$ cat config.mk
export PLATFORM = sky130hd
export DESIGN_NAME = nf10_axil_master
export DESIGN_NICKNAME = d
export VERILOG_FILES = /design/src/rtl/nf10_axil_master.sv
export SDC_FILE = /design/constraint.sdc
export NUM_CORES = 1
export LEC_CHECK = 0
export CORE_MARGIN = 10
export CORE_UTILIZATION = 43
export DETAILED_ROUTE_END_ITERATION = 10
export GPL_ROUTABILITY_DRIVEN = 0
export PLACE_DENSITY = 0.8
export SETUP_SLACK_MARGIN = 0.1
export SLEW_MARGIN = 20
export SYNTH_ARGS = -nofsm -noshare
export SYNTH_HDL_FRONTEND = slang
export SYNTH_SLANG_ARGS = --single-unit
$ cat constraint.sdc
create_clock -name aclk -period 7.1 [get_ports aclk]
set_clock_uncertainty 0.1 [all_clocks]
set_input_delay 1.42 -clock aclk [delete_from_list [all_inputs] [get_ports aclk]]
set_output_delay 1.42 -clock aclk [all_outputs]
set_load 0.1 [all_outputs]
$ cat src/rtl/nf10_axil_master.sv
// Single-outstanding AXI4-Lite master: turns a command/response stream into AXI4-Lite
// write and read transactions, with a per-handshake timeout that aborts a hung slave.
module nf10_axil_master #(
    parameter int C_ADDR_WIDTH     = 32,
    parameter int C_DATA_WIDTH     = 32,
    parameter int C_TIMEOUT_CYCLES = 1024
) (
    input  logic                      aclk,
    input  logic                      areset,
    input  logic                      cmd_valid,
    output logic                      cmd_ready,
    input  logic                      cmd_rnw,
    input  logic [C_ADDR_WIDTH-1:0]   cmd_addr,
    input  logic [C_DATA_WIDTH-1:0]   cmd_wdata,
    input  logic [C_DATA_WIDTH/8-1:0] cmd_wstrb,
    output logic                      rsp_valid,
    input  logic                      rsp_ready,
    output logic [C_DATA_WIDTH-1:0]   rsp_rdata,
    output logic [1:0]                rsp_resp,
    output logic                      rsp_timeout,
    output logic [C_ADDR_WIDTH-1:0]   M_AXI_AWADDR,
    output logic                      M_AXI_AWVALID,
    input  logic                      M_AXI_AWREADY,
    output logic [C_DATA_WIDTH-1:0]   M_AXI_WDATA,
    output logic [C_DATA_WIDTH/8-1:0] M_AXI_WSTRB,
    output logic                      M_AXI_WVALID,
    input  logic                      M_AXI_WREADY,
    input  logic [1:0]                M_AXI_BRESP,
    input  logic                      M_AXI_BVALID,
    output logic                      M_AXI_BREADY,
    output logic [C_ADDR_WIDTH-1:0]   M_AXI_ARADDR,
    output logic                      M_AXI_ARVALID,
    input  logic                      M_AXI_ARREADY,
    input  logic [C_DATA_WIDTH-1:0]   M_AXI_RDATA,
    input  logic [1:0]                M_AXI_RRESP,
    input  logic                      M_AXI_RVALID,
    output logic                      M_AXI_RREADY
);

    localparam int CNT_W = (C_TIMEOUT_CYCLES > 1) ? $clog2(C_TIMEOUT_CYCLES) : 1;
    localparam logic [CNT_W-1:0] TMO_LAST =
        CNT_W'((C_TIMEOUT_CYCLES > 0) ? C_TIMEOUT_CYCLES - 1 : 0);

    typedef enum logic [2:0] {IDLE, WR_AW_W, WR_B, RD_AR, RD_R, RSP} state_t;

    state_t           state;
    logic             aw_done;
    logic             w_done;
    logic [CNT_W-1:0] tmo_cnt;
    logic             aw_fin;
    logic             w_fin;
    logic             wait_st;
    logic             done_now;
    logic             abort;

    // AW and W may complete in either order; a done flag remembers the earlier one.
    assign aw_fin  = aw_done | (M_AXI_AWVALID & M_AXI_AWREADY);
    assign w_fin   = w_done  | (M_AXI_WVALID  & M_AXI_WREADY);
    assign wait_st = (state == WR_AW_W) || (state == WR_B) || (state == RD_AR) || (state == RD_R);

    always_comb begin
        done_now = 1'b0;
        case (state)
            WR_AW_W: done_now = aw_fin & w_fin;
            WR_B:    done_now = M_AXI_BVALID & M_AXI_BREADY;
            RD_AR:   done_now = M_AXI_ARVALID & M_AXI_ARREADY;
            RD_R:    done_now = M_AXI_RVALID & M_AXI_RREADY;
            default: done_now = 1'b0;
        endcase
    end

    // A handshake landing on the last allowed cycle still completes normally.
    assign abort = (C_TIMEOUT_CYCLES != 0) && wait_st && !done_now && (tmo_cnt == TMO_LAST);

    always_ff @(posedge aclk or posedge areset) begin
        if (areset) begin
            state         <= IDLE;
            cmd_ready     <= 1'b0;
            rsp_valid     <= 1'b0;
            rsp_rdata     <= '0;
            rsp_resp      <= 2'b00;
            rsp_timeout   <= 1'b0;
            M_AXI_AWADDR  <= '0;
            M_AXI_AWVALID <= 1'b0;
            M_AXI_WDATA   <= '0;
            M_AXI_WSTRB   <= '0;
            M_AXI_WVALID  <= 1'b0;
            M_AXI_BREADY  <= 1'b0;
            M_AXI_ARADDR  <= '0;
            M_AXI_ARVALID <= 1'b0;
            M_AXI_RREADY  <= 1'b0;
            aw_done       <= 1'b0;
            w_done        <= 1'b0;
            tmo_cnt       <= '0;
        end else if (abort) begin
            M_AXI_AWVALID <= 1'b0;
            M_AXI_WVALID  <= 1'b0;
            M_AXI_BREADY  <= 1'b0;
            M_AXI_ARVALID <= 1'b0;
            M_AXI_RREADY  <= 1'b0;
            rsp_valid     <= 1'b1;
            rsp_timeout   <= 1'b1;
            rsp_resp      <= 2'b10;
            rsp_rdata     <= '0;
            tmo_cnt       <= '0;
            state         <= RSP;
        end else begin
            tmo_cnt <= (wait_st && !done_now) ? tmo_cnt + CNT_W'(1) : '0;
            case (state)
                IDLE: begin
                    if (cmd_ready && cmd_valid) begin
                        cmd_ready <= 1'b0;
                        aw_done   <= 1'b0;
                        w_done    <= 1'b0;
                        if (cmd_rnw) begin
                            M_AXI_ARADDR  <= cmd_addr;
                            M_AXI_ARVALID <= 1'b1;
                            state         <= RD_AR;
                        end else begin
                            M_AXI_AWADDR  <= cmd_addr;
                            M_AXI_WDATA   <= cmd_wdata;
                            M_AXI_WSTRB   <= cmd_wstrb;
                            M_AXI_AWVALID <= 1'b1;
                            M_AXI_WVALID  <= 1'b1;
                            state         <= WR_AW_W;
                        end
                    end else begin
                        cmd_ready <= 1'b1;
                    end
                end
                WR_AW_W: begin
                    aw_done <= aw_fin;
                    w_done  <= w_fin;
                    if (M_AXI_AWVALID && M_AXI_AWREADY) M_AXI_AWVALID <= 1'b0;
                    if (M_AXI_WVALID && M_AXI_WREADY)   M_AXI_WVALID  <= 1'b0;
                    if (aw_fin && w_fin) begin
                        M_AXI_BREADY <= 1'b1;
                        state        <= WR_B;
                    end
                end
                WR_B: begin
                    if (M_AXI_BVALID && M_AXI_BREADY) begin
                        M_AXI_BREADY <= 1'b0;
                        rsp_resp     <= M_AXI_BRESP;
                        rsp_rdata    <= '0;
                        rsp_timeout  <= 1'b0;
                        rsp_valid    <= 1'b1;
                        state        <= RSP;
                    end
                end
                RD_AR: begin
                    if (M_AXI_ARVALID && M_AXI_ARREADY) begin
                        M_AXI_ARVALID <= 1'b0;
                        M_AXI_RREADY  <= 1'b1;
                        state         <= RD_R;
                    end
                end
                RD_R: begin
                    if (M_AXI_RVALID && M_AXI_RREADY) begin
                        M_AXI_RREADY <= 1'b0;
                        rsp_rdata    <= M_AXI_RDATA;
                        rsp_resp     <= M_AXI_RRESP;
                        rsp_timeout  <= 1'b0;
                        rsp_valid    <= 1'b1;
                        state        <= RSP;
                    end
                end
                RSP: begin
                    if (rsp_ready) begin
                        rsp_valid <= 1'b0;
                        cmd_ready <= 1'b1;
                        state     <= IDLE;
                    end
                end
                default: state <= IDLE;
            endcase
        end
    end

endmodule

Word level (Yosys, flattened, before mapping)
Index checks and enable logic that the tools add are counted.
Cells by class
  equality and inequality tests: 18
  bitwise operators: 10
  $add $sub $neg: 1
  reduce and logical (&&, ||, !) cells: 34
  multiplexer cells: 54
Operators by type and width (count)
  2-to-1 mux 32 bit: 3
  case mux 32 bit (2 select lines): 1
  2-to-1 mux 1 bit: 24
  AND reduction 4 bit: 6
  2-to-1 mux 3 bit: 7
  2-to-1 mux 10 bit: 2
  != test 3 x 2 -> 1 bit (second input constant): 6
  case mux 1 bit (2 select lines): 9
  case mux 3 bit (6 select lines): 1
  AND reduction 3 bit: 5
  nonzero test 3 bit: 5
  != test 3 bit (second input constant): 4
  adder 10 x 1 -> 10 bit (second input constant): 1
  equality test 10 bit (second input constant): 1
  logical AND 1 bit: 9
  2-to-1 mux 2 bit: 4
  AND 1 bit: 6
  equality test 3 x 2 -> 1 bit (second input constant): 2
  equality test 3 bit (second input constant): 2
  AND reduction 6 bit: 1
  != test 2 bit (second input constant): 2
  case mux 1 bit (4 select lines): 1
  case mux 2 bit (2 select lines): 1
  nonzero test 2 bit: 2
  other kinds (8): 12
Word-level totals
  bits of input ports: 114
  register bits: 157
  logic and storage cells: 135

Logic depth before layout (Yosys ltp)
  word-level depth: 9
  depth in mapped cells: 8
  gate-level depth less buffers: 5

Worst setup path before layout
Ideal clock, no wire load.
  kind: input -> register
  start point: input M_AXI_RVALID
  end point: register rsp_rdata[0]
  setup slack: 3.941 ns
  buffers on the path: 2
  data required time: 6.878 ns
  arrival time: 2.938 ns
  stages: 7
  cells stage by stage: a211oi_1 > mux2i_1 > or3_1 > or3_1 > buf_2 > buf_6 > a32o_1
On the way
  cells in the longest elaborated chain, start to end: 7
  elaborated cells between the ends (all ways): 11
  those cells by class: eq/ne (2); mux (2); bitwise (1); reduce/logical (6)
RTL lines
  start: declaration: RTL line 36  | input logic M_AXI_RVALID,
  AND 1 bit: RTL line 67  | RD_R: done_now = M_AXI_RVALID & M_AXI_RREADY;
  case mux 1 bit (4 select lines): RTL line 63  | case (state)
  zero test 1 bit: RTL line 73  | assign abort = (C_TIMEOUT_CYCLES != 0) && wait_st && !done_now && (tmo_cnt == TMO_LAST);
  logical AND 1 bit (2 in a row): RTL line 73
  != test 3 x 2 -> 1 bit (no source line) or nonzero test 3 bit (tied branches)
  AND reduction 3 bit (no source line)
  end signal: assignment: RTL line 80  | rsp_rdata <= '0;
  end signal: assignment: RTL line 104  | rsp_rdata <= '0;
  end signal: assignment: RTL line 145  | rsp_rdata <= '0;
  end: declaration: RTL line 18  | output logic [C_DATA_WIDTH-1:0] rsp_rdata,
Several ways; a longest one is shown, not always the timed one.
A chain may end at the register's enable or synchronous reset.

Worst setup path after layout
  start point: input cmd_valid
  end point: register M_AXI_AWADDR[10]
On the way
  cells in the longest elaborated chain, start to end: 2
RTL lines
  start: declaration: RTL line 10  | input logic cmd_valid,
  logical AND 1 bit: RTL line 111  | if (cmd_ready && cmd_valid) begin
  AND reduction 4 bit (no source line)
  end signal: assignment: RTL line 120  | M_AXI_AWADDR <= cmd_addr;
  end: declaration: RTL line 21  | output logic [C_ADDR_WIDTH-1:0] M_AXI_AWADDR,
Every way passes these cells.

==> results.cfg <==
[outcome]
status = complete, no violations

[timing]
setup_viol = 0
hold_viol = 0
hold_ws_ns = 0.373
finalWorstSetupSlack_ns = 3.43
rsz0062_at_grt = no
fmax_mhz = 273
period_share_pct = 51.7
finalSetupTns_ns = 0
drv_slew = 0
min_period_ns = 3.67
tightest_slew_ns = 1.03
max-slew-margin-rel_pct = 30.8

[setup_path]
rr_worst_depth = 5
cp-end-kind = flip-flop
timing.rr.end = M_AXI_AWADDR[10]
crit_fanout = 49
critPathRequiredTime_ns = 7.29
r2r_start = state[2]
path_class = input pin to flip-flop
worstPathArrival_ns = 3.85
crit_path_start_kind = input pin
reg2reg_slack_ns = 3.99

[synthesis]
syn_inst = 435
synth_area_leaders = dfrtp_1, mux2_2, a32o_1, buf_2, nor2_1
avgSynthCellArea_um2 = 14.3
synth.largest_area_cell = dfrtp_1
synth_edf_count = 0
ys.flop_type = dfrtp_1
ys_seq_elements = 157
yosysWarningCount = 0
synth_top_area_share_pct = 63.1
yosysMostFrequentCell = dfrtp_1
synth_area_um2 = 6220
synth_cell_types = 37
synth_nets = 550
synthArstFlopShare_pct = 100
ys_seq_area_share_pct = 63.1
netlist_top_cells_count = dfrtp_1, mux2_2, a32o_1

[global_routing]
grt_pass1_vias = 5145
grt_usage_pct = 18.2
gr-total-overflow = 0
grt_first_pass_wirelength_mm = 28.7
grt_antenna_before_repair = 0
grt_max_degree = 94

[final_layout]
diodes = 0
fin_cells = 879
fin_nets = 802
drive_gt1_share_pct = 19.9
synthToLayoutAreaGrowth_pct = 52.1

[clocking]
clockBufferDepth = 2
htreeDepth = 4
clkTransAtPathRegs_ns = 0.06
insertion_delay_ns = 0.41
postCtsResizedCells = 0
postCtsSetupRepairBufs = 0
cts_tree = built
cts_made_buffers = 17
clock-sinks = 157
cts-root-buf = clkbuf_16
hold_buffers = 0

[place]
hpwlAfterDp_mm = 13.5
place_inst = 848
dp_slack_ns = 3.04
portBuffers = 255

[floorplanning]
die_area_um2 = 19700
io_pins = 256
dieHeight_um = 140
initial_utilization_pct = 44.3
die_w_um = 140
core-area_um2 = 14000
row_count = 43

[routing]
dr.pass1.iters = 4
drt_iter0_drc = 226
wirelength_mm = 18.0
via_per_inst = 5.20
wl_per_cell_um = 20.5
dr_total_vias = 4573
drc = 0
drtAntennaViolNets = 0

[worst_hold_path]
hold_path_class = flip-flop to flip-flop
whs_endpoint = rsp_timeout
hold_depth = 2
hp-start = rsp_timeout

[job]
maxCapViolCount = 0
[critical path, cell delays in order]
cell	delay, ns
clkdlybuf4s50_1	0.45
and2_1	0.22
nand2_1	0.15
nor2_4	0.51
buf_4	0.64
mux2_2	0.42
[stage by stage]
| stage | util [%] | cell area, um^2 |
|---|---|---|
| 5_1_grt | 67.4 | 9460 |
| 3_3_place_gp | 63.5 | 8910 |
| 2_1_floorplan | - | 6220 |
| 3_5_place_dp | 63.6 | 8930 |
| 6_report | 67.4 | 9460 |
| 4_1_cts | 67.4 | 9460 |
[registers in the layout, indices dropped and copies added, names as in the netlist, 2 cells and up]
| register | flops |
|---|---|
| M_AXI_ARADDR | 32 |
| state | 3 |
| M_AXI_WSTRB | 4 |
| M_AXI_AWADDR | 32 |
| rsp_rdata | 32 |
| M_AXI_WDATA | 32 |
| tmo_cnt | 10 |
| rsp_resp | 2 |
[routing by layer]
layer / share of wire [%] / global-route usage (%) / vias up
li1: - / - / 2098
met1: 37 / 19.5 / 2299
met2: 52 / 31.4 / 160
met3: 9.8 / 8.45 / 16
met4: 1.1 / 5.27 / 0
met5: 0 / 0 / -
[placed cells by master (no fill, tap or decap), types with 2 or more instances in the layout]
master and n:
clkdlybuf4s50_1 255, dfrtp_1 157, mux2_2 102, a32o_1 32, clkbuf_16 17, nor2_1 16, nand2_1 14, a21oi_1 8
nand3_1 7, o21ai_0 7, nor3_1 6, xnor2_1 5, clkbuf_1 5, nor3b_1 4, a211oi_1 4, inv_1 4
a21o_1 4, clkinv_2 4, buf_4 4, or3_1 3, and3_1 3, a31o_1 3, xor2_1 3, mux2i_1 2
nand4_1 2, a22o_1 2, nand2b_1 2, a21boi_0 2, o31ai_1 2, clkbuf_8 2, clkinvlp_4 2
[layout make-up]
cell class	instances	area (um^2)
Clock buffer	24	472
Clock inverter	7	65.1
Fill cell	1002	4580
Inverter	5	23.8
Multi-Input combinational cell	246	2150
Sequential cell	157	3930
Tap cell	180	225
Timing Repair Buffer	260	2600
[kinds of logic (layout without fill, tap and decap cells)]
logic type      Yosys count  count (layout)  synth area share (%)
flops                   157             157                  63.1
mux                     104             104                  18.8
compound gates           67              67                  8.91
simple gates             66              66                  5.27
buf+inv                  32             296                  2.57
xor+xnor                  8               8                  1.13
fa+ha+maj                 1               1                 0.201
[how the worst max path moves through the flow]
stage / start / endpoint / slack (ns) / depth (start not counted)
3_5_place_dp: cmd_valid / M_AXI_AWADDR[10] / 3.04 / 6
2_1_floorplan: areset / M_AXI_ARADDR[0] / 1.35 / 1
4_1_cts: cmd_valid / M_AXI_AWADDR[10] / 3.45 / 6
5_1_grt: cmd_valid / M_AXI_AWADDR[10] / 3.30 / 6
6_report: cmd_valid / M_AXI_AWADDR[10] / 3.43 / 6
3_3_place_gp: cmd_valid / M_AXI_WDATA[31] / 3.10 / 6
Power is not shown: default switching activity piles up to over one toggle a cycle in this logic, so the estimate is an artifact.
